[config.mk]
export PLATFORM = sky130hd
export DESIGN_NAME = datapath
export DESIGN_NICKNAME = d
export VERILOG_FILES = /design/src/rtl/cu_pkg.sv /design/src/rtl/mul_shift_add8.sv /design/src/rtl/datapath.sv
export SDC_FILE = /design/constraint.sdc
export NUM_CORES = 1
export LEC_CHECK = 0
export ABC_CLOCK_PERIOD_IN_PS = 4700
export BUFFER_PORTS_ARGS = -buffer_cell sky130_fd_sc_hd__buf_2
export CAP_MARGIN = 20
export CORE_MARGIN = 2
export CORE_UTILIZATION = 55
export DETAILED_ROUTE_END_ITERATION = 16
export PLACE_DENSITY = 0.86
export SLEW_MARGIN = 20
export SYNTH_ARGS = -nofsm -noshare
export SYNTH_HDL_FRONTEND = slang
export SYNTH_SLANG_ARGS = --single-unit
[constraint.sdc]
create_clock -name clk -period 4.7 [get_ports clk]
set_clock_uncertainty 0.15 [all_clocks]
set_input_delay 0.235 -clock clk [delete_from_list [all_inputs] [get_ports clk]]
set_output_delay 0.235 -clock clk [all_outputs]
set_load 0.03 [all_outputs]
[src/rtl/cu_pkg.sv]
// Shared encodings between the control unit and the datapath.
package cu_pkg;

  localparam int unsigned WIDTH = 8;

  typedef enum logic [1:0] {
    OP_ADD = 2'b00,
    OP_SUB = 2'b01,
    OP_AND = 2'b10,
    OP_MUL = 2'b11
  } ins_sel_t;

  typedef enum logic [2:0] {
    SRC_CONST = 3'b000,
    SRC_IN    = 3'b001,
    SRC_ALU   = 3'b010,
    SRC_MOV   = 3'b011,
    SRC_PH    = 3'b100
  } src_sel_t;

  typedef enum logic [1:0] {
    MUL_IDLE = 2'b00,
    MUL_RUN  = 2'b01
  } mul_state_t;

  // ALU result with carry/borrow in the top bit.
  typedef struct packed {
    logic             carry;
    logic [WIDTH-1:0] value;
  } alu_t;

endpackage

[src/rtl/mul_shift_add8.sv]
// Unsigned shift-add multiplier, one partial product per cycle.
// done_c/product_c are asserted combinationally on the final step edge.
module mul_shift_add8
  import cu_pkg::*;
#(
  parameter int unsigned STEPS = WIDTH
) (
  input  logic               clk,
  input  logic               rst,
  input  logic               start,
  input  logic [WIDTH-1:0]   a,
  input  logic [WIDTH-1:0]   b,
  output logic               busy,
  output logic               done_c,
  output logic [2*WIDTH-1:0] product_c
);

  localparam int unsigned CW = $clog2(STEPS);
  localparam int unsigned PW = 2 * WIDTH;

  mul_state_t     state_q, state_d;
  logic [CW-1:0]  cnt_q, cnt_d;
  logic [PW-1:0]  mcand_q, mcand_d;
  logic [WIDTH-1:0] mplier_q, mplier_d;
  logic [PW-1:0]  acc_q, acc_d;
  logic [PW-1:0]  step_acc;

  assign busy = (state_q == MUL_RUN);

  always_ff @(posedge clk) begin
    if (rst) begin
      state_q  <= MUL_IDLE;
      cnt_q    <= '0;
      mcand_q  <= '0;
      mplier_q <= '0;
      acc_q    <= '0;
    end else begin
      state_q  <= state_d;
      cnt_q    <= cnt_d;
      mcand_q  <= mcand_d;
      mplier_q <= mplier_d;
      acc_q    <= acc_d;
    end
  end

  // Next state plus one accumulate step per cycle while running.
  always_comb begin
    state_d   = state_q;
    cnt_d     = cnt_q;
    mcand_d   = mcand_q;
    mplier_d  = mplier_q;
    acc_d     = acc_q;
    done_c    = 1'b0;
    step_acc  = acc_q + (mplier_q[0] ? mcand_q : '0);
    product_c = acc_q;
    case (state_q)
      MUL_IDLE: begin
        if (start) begin
          state_d  = MUL_RUN;
          cnt_d    = '0;
          mcand_d  = PW'(a);
          mplier_d = b;
          acc_d    = '0;
        end
      end
      MUL_RUN: begin
        acc_d    = step_acc;
        mcand_d  = mcand_q << 1;
        mplier_d = mplier_q >> 1;
        cnt_d    = cnt_q + CW'(1);
        if (cnt_q == CW'(STEPS - 1)) begin
          state_d   = MUL_IDLE;
          cnt_d     = '0;
          done_c    = 1'b1;
          product_c = step_acc;
        end
      end
      default: state_d = MUL_IDLE;
    endcase
  end

endmodule

[src/rtl/datapath.sv]
// Register file, single-cycle ALU and multi-cycle multiplier driven by the cu.
// Commands are ignored while the multiplier runs; it writes its own result.
module datapath
  import cu_pkg::*;
#(
  parameter int unsigned NREG    = 16,
  parameter int unsigned MUL_CYC = WIDTH
) (
  input  logic                    clk,
  input  logic                    rst,
  input  logic                    WE,
  input  logic [WIDTH-1:0]        CUconst,
  input  logic [2:0]              InMuxAdd,
  input  logic [$clog2(NREG)-1:0] RegAdd,
  input  logic [$clog2(NREG)-1:0] OutMuxAdd,
  input  logic [1:0]              InsSel,
  input  logic [WIDTH-1:0]        DataIn,
  output logic [WIDTH-1:0]        DataOut,
  output logic                    Busy,
  output logic                    C0,
  output logic                    Z
);

  localparam int unsigned AW = $clog2(NREG);
  localparam int unsigned PW = 2 * WIDTH;

  logic [WIDTH-1:0] rf [NREG];
  logic [WIDTH-1:0] ph_q;
  logic             c0_q, z_q;
  logic [AW-1:0]    dst_q;

  logic [WIDTH-1:0] opa_c, opb_c;
  alu_t             alu_c;
  logic             accept_c, mul_start_c;
  logic             mul_busy, mul_done_c;
  logic [PW-1:0]    mul_prod_c;

  assign opa_c   = rf[OutMuxAdd];
  assign opb_c   = rf[RegAdd];
  assign DataOut = opa_c;
  assign Busy    = mul_busy;
  assign C0      = c0_q;
  assign Z       = z_q;

  assign accept_c    = WE && !mul_busy;
  assign mul_start_c = accept_c && (InMuxAdd == SRC_ALU) && (InsSel == OP_MUL);

  // Single-cycle ALU: result = B op A.
  always_comb begin
    alu_c = '0;
    case (ins_sel_t'(InsSel))
      OP_ADD:  alu_c = alu_t'((WIDTH+1)'(opb_c) + (WIDTH+1)'(opa_c));
      OP_SUB:  alu_c = alu_t'((WIDTH+1)'(opb_c) - (WIDTH+1)'(opa_c));
      OP_AND:  alu_c.value = opb_c & opa_c;
      default: alu_c = '0;
    endcase
  end

  mul_shift_add8 #(
    .STEPS(MUL_CYC)
  ) u_mul (
    .clk      (clk),
    .rst      (rst),
    .start    (mul_start_c),
    .a        (opa_c),
    .b        (opb_c),
    .busy     (mul_busy),
    .done_c   (mul_done_c),
    .product_c(mul_prod_c)
  );

  // Register file, PH and flags; the multiplier's final edge has priority.
  always_ff @(posedge clk) begin
    if (rst) begin
      for (int i = 0; i < int'(NREG); i++) rf[i] <= '0;
      ph_q  <= '0;
      c0_q  <= 1'b0;
      z_q   <= 1'b0;
      dst_q <= '0;
    end else if (mul_done_c) begin
      rf[dst_q] <= mul_prod_c[WIDTH-1:0];
      ph_q      <= mul_prod_c[PW-1:WIDTH];
      z_q       <= (mul_prod_c == '0);
      c0_q      <= |mul_prod_c[PW-1:WIDTH];
    end else if (accept_c) begin
      case (src_sel_t'(InMuxAdd))
        SRC_CONST: rf[RegAdd] <= CUconst;
        SRC_IN:    rf[RegAdd] <= DataIn;
        SRC_ALU: begin
          if (InsSel != OP_MUL) begin
            rf[RegAdd] <= alu_c.value;
            c0_q       <= alu_c.carry;
            z_q        <= (alu_c.value == '0);
          end else begin
            dst_q <= RegAdd;
          end
        end
        SRC_MOV:   rf[RegAdd] <= opa_c;
        SRC_PH:    rf[RegAdd] <= ph_q;
        default:   ;
      endcase
    end
  end

endmodule

==> summary.md, run 1 <==
| Metric | Value |
|---|---|
| Initial antenna violation count | `0` |
| Maximum VDD drop | `between 0.0003 and 0.0004 V` |
| Most common flop cell mapped by yosys | `edfxtp_1` |
| Most frequent cell after synthesis | `nor2_1` |
| Placed instance area | `roughly 12,000 µm²` |
| # clock sinks | `about 190` |
| CTS resizes | `0` |
| Ys async rst share | `0%` |
| Vias in the first global route | `8,739` |
| Final min period | `around 4.5 ns` |
| Clk Latency, worst-skew pair | `around 0.46 ns` |
| Post-Place Cells | `1,276` |
| Count of different cell masters after synthesis | `64` |
| Final hold vios | `0` |
| Die ar. | `about 21,000 µm²` |
| Busiest grt layer | `met2` |
| Post-Syn Area | `approximately 11,000 µm²` |
| Synth top cells by count | `nor2_1 (168), edfxtp_1 (128), nand2_1 (86), mux4_2 (73), a21oi_1 (61)` |
| Sequential share of the synthesized area | `45.31%` |
| First DRT Iteration DRCs | `1,423` |
| Total congestion overflow | `0` |
| Bufs on Longest Clock Path | `2` |
| Antenna Nets Post-Route | `0` |
| Largest cells by area after synthesis | `edfxtp_1 (35%), mux4_2 (15%), dfxtp_1 (11%)` |
| Max frequency | `~220 MHz` |
| WL/cell | `roughly 25 µm` |
| Chip Width | `145.7 µm` |
| Worst endpoint required time | `approximately 4.7 ns` |
| GR met2 Demand/Resource | `approximately half` |
| Syn Nets | `around 1,100` |
| Synthesized flop and latch total | `between 150 and 200` |
| YS warnings | `0` |
| Final period util | `between 90% and 100%` |
| Cells after synthesis | `1,000` |
| RSZ-0062 raised after global routing | `no` |
| Synth Area per Inst | `between 10 and 15 µm²` |
| H-tree depth | `4` |
| Worst setup EP type | `register` |
| CTS root buf | `clkbuf_16` |
| Layout Cells excl Fill | `roughly 1,300` |
| GP Congestion | `approximately 1.0` |
| Starting Density | `between 50 and 60%` |
| Leak Pwr | `4.433 nW` |
| Final Cell Area | `12,240 µm²` |
| Core area | `a little under 20,000 µm²` |
| Area leader, netlist | `edfxtp_1` |
| PwrDens | `between 300 and 400 nW/µm²` |
| Critical-path maximum fanout | `16` |
| Yosys top cell area share | `a little over a third` |
| Hold Path Class | `in2reg` |
| Top Ports | `43` |
| Setup CP Type | `reg2reg` |
| Routed vias/inst | `approximately 6.8` |
| DRT Pass-1 Iters | `6` |
| Nets | `1,099` |
| Largest net degree at the start of global routing | `66` |
| Share of cells above drive strength 1 | `19.94%` |
| IO buf count | `between 40 and 50` |
| Post-DP HPWL | `around 23,000 µm` |
| Vias | `slightly below 9,000` |
| Met3 Usage GRT | `7.116%` |
| CP startpoint kind | `register` |
| Met1 Use GR | `between 40% and 50%` |
| WL final | `around 33,000 µm` |
| Clk slew on worst S/H paths | `~0.080 ns` |
| Outcome | `complete, no violations` |
| Max-cap violations | `0` |
| Final Setup Violations | `0` |
| Slew HR | `between 40% and 50%` |
| DRC viols | `0` |
| Num CTS Buffers | `17` |
| Max-slew violations | `0` |
| Number of diodes | `0` |
| PnR worst setup slack | `between 0.2 and 0.25 ns` |
| Least-Margin Pin Slew | `around 0.9 ns` |
| Final TNS setup | `0 ns` |
| Hold Buf Count CTS | `0` |
| Die height | `~150 µm` |
| Syn-to-layout area delta | `10.76%` |
| GRT Total Usage | `between 30% and 40%` |
| Number of synthesized flops with an enable pin | `between 100 and 150` |
| Row cnt | `just over 50` |
| Pre-CTS setup slack | `0.1837 ns` |
| Crit path DAT | `4.51 ns` |
| Total power | `about 3.9 mW` |
| CTS tree | `built` |
| First-pass GRT wire length | `approximately 50,000 µm` |
| Post-CTS Setup Inserts | `0` |
## worst max-delay path, stage by stage (launching register included)
cell and delay, ns:
edfxtp_1 0.47, mux4_2 0.50, mux4_2 0.55, inv_1 0.10
ha_1 0.14, inv_1 0.06, fa_1 0.45, a21o_1 0.19
a211oi_1 0.23, nor3_1 0.07, a221oi_1 0.30, a211oi_1 0.12
a2111oi_0 0.36, a211o_2 0.45, nor2_1 0.09
## sequential cells by signal, summed over array words and instances (netlist names)
name and cells:
C0 1, Z 1, dst_q 4, ph_q 8
rf 128, u_mul.acc_q 16, u_mul.cnt_q 3, u_mul.mcand_q 16
u_mul.mplier_q 8, u_mul.state_q 1
## layer usage
layer | vias to the layer above | wire (µm)
met1 | 4293 | 11590
li1 | 3817 | -
met2 | 704 | 15010
met5 | - | 0
met3 | 141 | 4039
met4 | 0 | 1917
## stage by stage
stage                     hold WS (ns)  utilization (%)
after global routing           0.03558            62.46
final                          0.01989            62.46
after floorplan                 0.2860                -
after global placement          0.3056            59.32
after CTS                      0.01467            62.46
after detailed placement        0.3107            59.32
## kinds of logic after synthesis
kind of cell             count (synthesis)  synth area share (%)
AND/OR/NAND/NOR                        420                 17.77
flip-flops                             186                 45.31
AO/OA/AOI/OAI                          161                 9.786
multiplexers                            95                 17.94
buffers and inverters                   84                 3.455
adder cells (fa/ha/maj)                 37                 4.395
XOR/XNOR                                17                 1.348
## report_power, final
part	switching [mW]	internal [mW]
Combinational	0.358	0.250
Sequential	0.0329	1.79
Clock	0.772	0.730
## placed cells by master (no fill, tap or decap), drive strengths merged, types with 3 or more instances in the layout
cell / count
xnor2: 14
a22oi: 11
nand4: 3
nand3: 35
dfxtp: 58
nand3b: 11
nor3: 25
nand2b: 25
or2: 3
nand2: 86
a31oi: 7
ha: 34
mux2i: 12
buf: 76
a211oi: 13
a221o: 3
fa: 3
nor2: 178
o211ai: 3
edfxtp: 128
a211o: 3
xor2: 3
a21o: 3
and3: 16
mux4: 80
nor2b: 6
o21ai: 19
a21oi: 63
inv: 28
a221oi: 18
o31ai: 6
or3: 6
mux2: 3
clkinv: 6
clkbuf: 17
and2: 17
## final timing paths
kind	from	endpoint	slack, ns	depth (start not counted)
worst max register to register	rf[12][0]	rf[12][4]	0.23	14
worst min register to register	u_mul.mcand_q[15]	u_mul.mcand_q[15]	0.32	2
worst max-delay path	rf[12][0]	rf[12][4]	0.23	14
worst min-delay path	rst	u_mul.acc_q[7]	0.02	2
## final cells by class
cell class                      instances  area, µm²
Clock buffer                           17      425.4
Clock inverter                         15      188.9
Fill cell                            1485       7355
Inverter                               19      71.32
Multi-Input combinational cell        730       5660
Sequential cell                       186       5005
Tap cell                              265      331.6
Timing Repair Buffer                   76      553.0
Note: power is estimated with default switching activity, not from simulation.
==> run 2, diff against run 1 <==
- CAP_MARGIN: 20 -> 10
- GPL_TIMING_DRIVEN: unset -> 0
==> summary.md, run 2 (synthesized netlist as in run 1, its figures left out) <==
| Metric | Value |
|---|---|
| # clock sinks | `186` |
| Flop pwr share | `46.2%` |
| Final hold vios | `0` |
| Max-cap violations | `0` |
| Top Ports | `43` |
| Crit path DAT | `between 4 and 5 ns` |
| Vias in the first global route | `a little under 9,000` |
| Outcome | `complete, no violations` |
| Least-Margin Pin Slew | `0.8239 ns` |
| Final period util | `between 90% and 100%` |
| Psw | `between 1 and 1.5 mW` |
| Die height | `~150 µm` |
| RR Endpoint | `rf[1][4]` |
| Die ar. | `roughly 21,000 µm²` |
| Clk slew on worst S/H paths | `around 0.080 ns` |
| Setup CP Type | `reg2reg` |
| FF-to-FF setup slack | `0.25 ns` |
| Maximum VDD drop | `between 0.0002 and 0.0003 V` |
| Hold EP | `u_mul.mcand_q[15]` |
| CTS tree | `built` |
| Final Setup Violations | `0` |
| Starting Density | `about 56%` |
| Routed vias/inst | `between 6 and 7` |
| IO buf count | `36` |
| First-pass GRT wire length | `49,360 µm` |
| Number of diodes | `0` |
| Slew HR | `around 45%` |
| Post-layout util | `62.46%` |
| CP cell instances | `mux4_2 -> mux4_2 -> inv_1 -> ha_1 -> inv_1 -> fa_1 -> a21o_1 -> a211oi_1 -> nor3_1 -> a221oi_2 -> a211oi_1 -> a2111oi_1 -> a211o_2 -> buf_4 -> nor2_1` |
| WL/cell | `between 20 and 25 µm` |
| Total congestion overflow | `0` |
| Clk Latency, worst-skew pair | `roughly 0.45 ns` |
| WL final | `32,390 µm` |
| Layout Cells excl Fill | `1,336` |
| Worst hold start | `u_mul.mcand_q[15]` |
| Reg2Reg Depth | `15` |
| Antenna Nets Post-Route | `0` |
| GRT Total Usage | `a little over 30%` |
| Fill cells | `about 1,500` |
| GP Congestion | `between 0.9 and 1` |
| Leak Pwr | `around 4.4 nW` |
| Syn-to-layout area delta | `10.76%` |
| Max reg flops | `128` |
| Worst Hold Depth | `2` |
| First DRT Iteration DRCs | `about 1,300` |
| RSZ-0062 raised after global routing | `no` |
| Core area | `between 15,000 and 20,000 µm²` |
| CP startpoint kind | `register` |
| Chip Width | `~150 µm` |
| Post-DP HPWL | `roughly 23,000 µm` |
| Largest net degree at the start of global routing | `21` |
| Sw Ratio | `between 20 and 30%` |
| Hold Path Class | `reg2reg` |
| CTS root buf | `clkbuf_16` |
| Final min period | `approximately 4.4 ns` |
| Max frequency | `roughly 220 MHz` |
| Power share of the clock group | `a little under two fifths` |
| Nets | `roughly 1,100` |
| PwrDens | `around 320 nW/µm²` |
| Worst setup EP type | `register` |
| Biggest regs | `rf x128, u_mul.acc_q x16, u_mul.mcand_q x16` |
| H-tree depth | `4` |
| Worst endpoint required time | `4.74 ns` |
| Initial antenna violation count | `0` |
| Max incr delay on CP | `roughly 0.57 ns` |
| Most frequent cells in the layout | `nor2_1 (168), edfxtp_1 (128), nand2_1 (85)` |
| DRC viols | `0` |
| Max-slew violations | `0` |
| Share of cells above drive strength 1 | `between 10% and 20%` |
| Total power | `just under 4 mW` |
| RR Startpoint | `rf[12][0]` |
| Row cnt | `between 50 and 60` |
| Slowest-stage cell, CP | `mux4_2` |
| Bufs on Longest Clock Path | `2` |
| Internal power | `about 2.8 mW` |
| DRT Pass-1 Iters | `5` |
| Critical-path maximum fanout | `10` |
| Most common cell after layout, fill and taps aside | `nor2_1` |
| Post-Place Cells | `~1,300` |
| Vias | `about 9,000` |
| Most flop-heavy register | `rf` |
| Power share of the combinational group | `15.5%` |
| Num CTS Buffers | `17` |
[run 2: cell types whose count changed in the layout (fill, tap and decap cells not counted), moves of 4 or more]
cell	previous run	this run
buf_1	0	4
clkbuf_2	0	6
buf_12	7	1
buf_4	27	8
clkbuf_1	0	35
[run 2: worst max path at each step]
stage | from | endpoint | slack (ns) | depth (start not counted)
floorplan | RegAdd[0] | rf[10][7] | 0.18 | 14
detailed placement | RegAdd[0] | rf[4][4] | -1.03 | 14
finish | rf[12][0] | rf[1][4] | 0.25 | 15
CTS | OutMuxAdd[1] | rf[1][4] | 0.03 | 15
global placement | RegAdd[0] | rf[12][7] | -0.95 | 14
global route | rf[15][0] | rf[8][6] | 0.02 | 15
[run 2: critical path, delay by kind of cell, from the launching register on]
family                     cells  cell delay, ns
DFF                            1            0.41
AOI/OAI and AO/OA              6            1.47
muxes                          2            1.06
adders and majority gates      2            0.58
and+or+nand+nor                2            0.14
buffers and inverters          3            0.36
[run 2: metal layers]
| metal | vias to the layer above | global-route usage (%) | wire length [µm] |
|---|---|---|---|
| met5 | - | 0 | 0 |
| met4 | 0 | 17.40 | 1997 |
| met3 | 152 | 8.589 | 3957 |
| met2 | 715 | 49.93 | 15340 |
| met1 | 4298 | 37.14 | 11090 |
| li1 | 3870 | - | - |
[run 2: area by class of cell]
class	count	area (µm²)	area share [%]
multi-input cells	730	5677	46.40
flip-flops and latches	186	5005	40.90
clock buffers	17	425.4	3.477
well taps	265	331.6	2.710
plain buffers	65	327.8	2.679
repair buffers	39	202.7	1.657
clock inverters	15	195.2	1.595
inverters	19	71.32	0.5829
[run 2: power groups by stage]
stage,clock [mW],sequential (mW),combinational [mW]
final,1.51,1.81,0.606
after global routing,1.56,1.81,0.642
after CTS,1.50,1.81,0.587
after detailed placement,0,1.84,0.584
after global placement,0,1.84,0.570
after floorplan,0,1.83,0.414
[run 2: through the flow]
step	TNS [ns]	hold slack, ns	area, µm²	setup slack (ns)
5_1_grt	0	0.3501	12240	0.02108
6_report	0	0.3212	12240	0.2535
2_1_floorplan	0	0.2860	11050	0.1769
3_3_place_gp	-63.43	0.3098	11560	-0.9528
4_1_cts	0	0.3135	12190	0.02617
3_5_place_dp	-72.20	0.3110	11560	-1.034
[run 2: timing repair]
item	in CTS	in global routing
pin swaps	0	1
setup endpoints to repair	84	46
setup buffers	0	3
resized for setup	6	12
hold buffers	0	0
==> run 3, diff against run 2 <==
- CELL_PAD_IN_SITES_DETAIL_PLACEMENT: unset -> 2
- CELL_PAD_IN_SITES_GLOBAL_PLACEMENT: unset -> 2
- CORE_UTILIZATION: 55 -> 38
- PLACE_DENSITY: 0.86 -> 0.87
==> summary.md, run 3 (synthesized netlist as in run 1, its figures left out) <==
| Metric | Value |
|---|---|
| Num CTS Buffers | `17` |
| Clk Latency, worst-skew pair | `between 0.4 and 0.5 ns` |
| CTS root buf | `clkbuf_16` |
| Least-Margin Pin Slew | `0.9705 ns` |
| Total congestion overflow | `0` |
| H-tree depth | `4` |
| GRT Total Usage | `roughly 28%` |
| Worst setup EP type | `register` |
| Routed vias/inst | `a little over 6` |
| Max frequency | `219.2 MHz` |
| Final period util | `97.08%` |
| Maximum VDD drop | `0.0003184 V` |
| DRT Pass-1 Iters | `5` |
| Total power | `just under 4 mW` |
| Clk slew on worst S/H paths | `~0.080 ns` |
| Starting Density | `between 30% and 40%` |
| Final min period | `approximately 4.6 ns` |
| Post-layout util | `43.23%` |
| WL/cell | `just under 30 µm` |
| # clock sinks | `approximately 190` |
| Hold Buf Count CTS | `0` |
| CP cell instances | `buf_2 -> buf_1 -> mux4_1 -> mux4_2 -> inv_1 -> ha_1 -> nor2b_1 -> a211oi_1 -> o31ai_1 -> mux2i_1 -> xnor2_1 -> o211ai_1 -> a21oi_4 -> buf_2 -> nor3_1` |
| Post-DP HPWL | `between 30,000 and 40,000 µm` |
| Share of cells above drive strength 1 | `18.80%` |
| PnR worst setup slack | `between 0.1 and 0.15 ns` |
| Core area | `28,700 µm²` |
| Crit path top cell by count | `buf_2` |
| Number of diodes | `0` |
| Initial antenna violation count | `0` |
| Worst Hold Depth | `4` |
| Max-slew violations | `0` |
| IO buf count | `36` |
| Row cnt | `between 60 and 70` |
| Critical-path maximum fanout | `10` |
| Slew HR | `35.30%` |
| DRC viols | `0` |
| Slowest-stage cell, CP | `buf_1` |
| Hold Path Class | `in2reg` |
| Bufs on Longest Clock Path | `2` |
| WL final | `between 40,000 and 50,000 µm` |
| Biggest regs | `rf x128, u_mul.acc_q x16, u_mul.mcand_q x16` |
| Most frequent cells in the layout | `nor2_1 (168), edfxtp_1 (128), nand2_1 (85)` |
| Final TNS setup | `0 ns` |
| Reg2Reg Depth | `13` |
| Max reg flops | `approximately 130` |
| Leak Pwr | `~4.4 nW` |
| Layout Cells excl Fill | `roughly 1,500` |
| Outcome | `complete, no violations` |
| Antenna Nets Post-Route | `0` |
| Most common cell after layout, fill and taps aside | `nor2_1` |
| Top Ports | `43` |
| Max incr delay on CP | `between 0.6 and 0.7 ns` |
| Most flop-heavy register | `rf` |
| First DRT Iteration DRCs | `about 640` |
| PwrDens | `320.4 nW/µm²` |
| Post-Place Cells | `roughly 1,400` |
| Final hold vios | `0` |
| Final Setup Violations | `0` |
| First-pass GRT wire length | `~63,000 µm` |
| Largest net degree at the start of global routing | `22` |
| Pre-CTS setup slack | `-1.375 ns` |
| Nets | `roughly 1,100` |
| GP Congestion | `0.9371` |
| Syn-to-layout area delta | `12.31%` |
| CP startpoint kind | `primary input` |
| Worst endpoint required time | `approximately 4.7 ns` |
| Vias | `8,894` |
| Die ar. | `between 30,000 and 40,000 µm²` |
| Setup CP Type | `in2reg` |
| Vias in the first global route | `between 9,000 and 10,000` |
| CTS tree | `built` |
| Max-cap violations | `0` |
| Crit path DAT | `between 4 and 5 ns` |
| Chip Width | `between 150 and 200 µm` |
| Die height | `between 150 and 200 µm` |
[run 3: where the power goes]
| part | internal, mW | switching [mW] | total, mW |
|---|---|---|---|
| clock network | 0.729 | 0.783 | 1.51 |
| registers | 1.79 | 0.0270 | 1.81 |
| logic | 0.242 | 0.408 | 0.651 |
| total | 2.76 | 1.22 | 3.98 |
[run 3: what timing repair did]
item,CTS,global route
endpoints found under the setup margin,99,57
buffers inserted,1,1
resized for setup,16,9
pin swaps,1,2
[run 3: through the flow]
| stage | hold slack, ns | cell area [µm²] |
|---|---|---|
| 6_report | 0.3098 | 12410 |
| 5_1_grt | 0.3213 | 12410 |
| 4_1_cts | 0.3283 | 12370 |
| 3_5_place_dp | 0.3168 | 11710 |
| 3_3_place_gp | 0.3051 | 11710 |
| 2_1_floorplan | 0.2860 | 11050 |
[run 3: cell type report]
class	instances	area (µm²)
tap	384	480.5
fill	2964	16300
sequential	186	5005
multi-input combinational	730	5713
clock buffer	17	425.4
buffer	64	334.1
inverter	19	71.32
timing repair buffer	38	195.2
clock inverter	15	182.7
[run 3: critical path: cells and delay by family]
family / cells / cell delay, ns
xor gates and xnor gates: 1 / 0.18
buffers and inverters: 4 / 1.23
and+or+nand+nor: 2 / 0.31
muxes: 3 / 1.27
AOI/OAI and AO/OA: 4 / 1.03
adders and majority gates: 1 / 0.33
[run 3: routing by layer]
metal	global-route usage (%)	routed length [µm]	share of wire (%)	up-vias
li1	-	-	-	3866
met1	32.83	16010	38	4596
met2	49.80	21770	52	320
met3	5.512	2217	5.3	112
met4	14.48	2087	5.0	0
met5	0	0	0	-
[run 3: final timing paths]
check / startpoint / slack (ns) / endpoint
worst max register to register: rf[8][2] / 0.18 / rf[2][5]
worst max-delay path: OutMuxAdd[1] / 0.14 / rf[2][5]
worst min-delay path: RegAdd[0] / 0.31 / dst_q[0]
worst min register to register: ph_q[4] / 0.34 / ph_q[4]
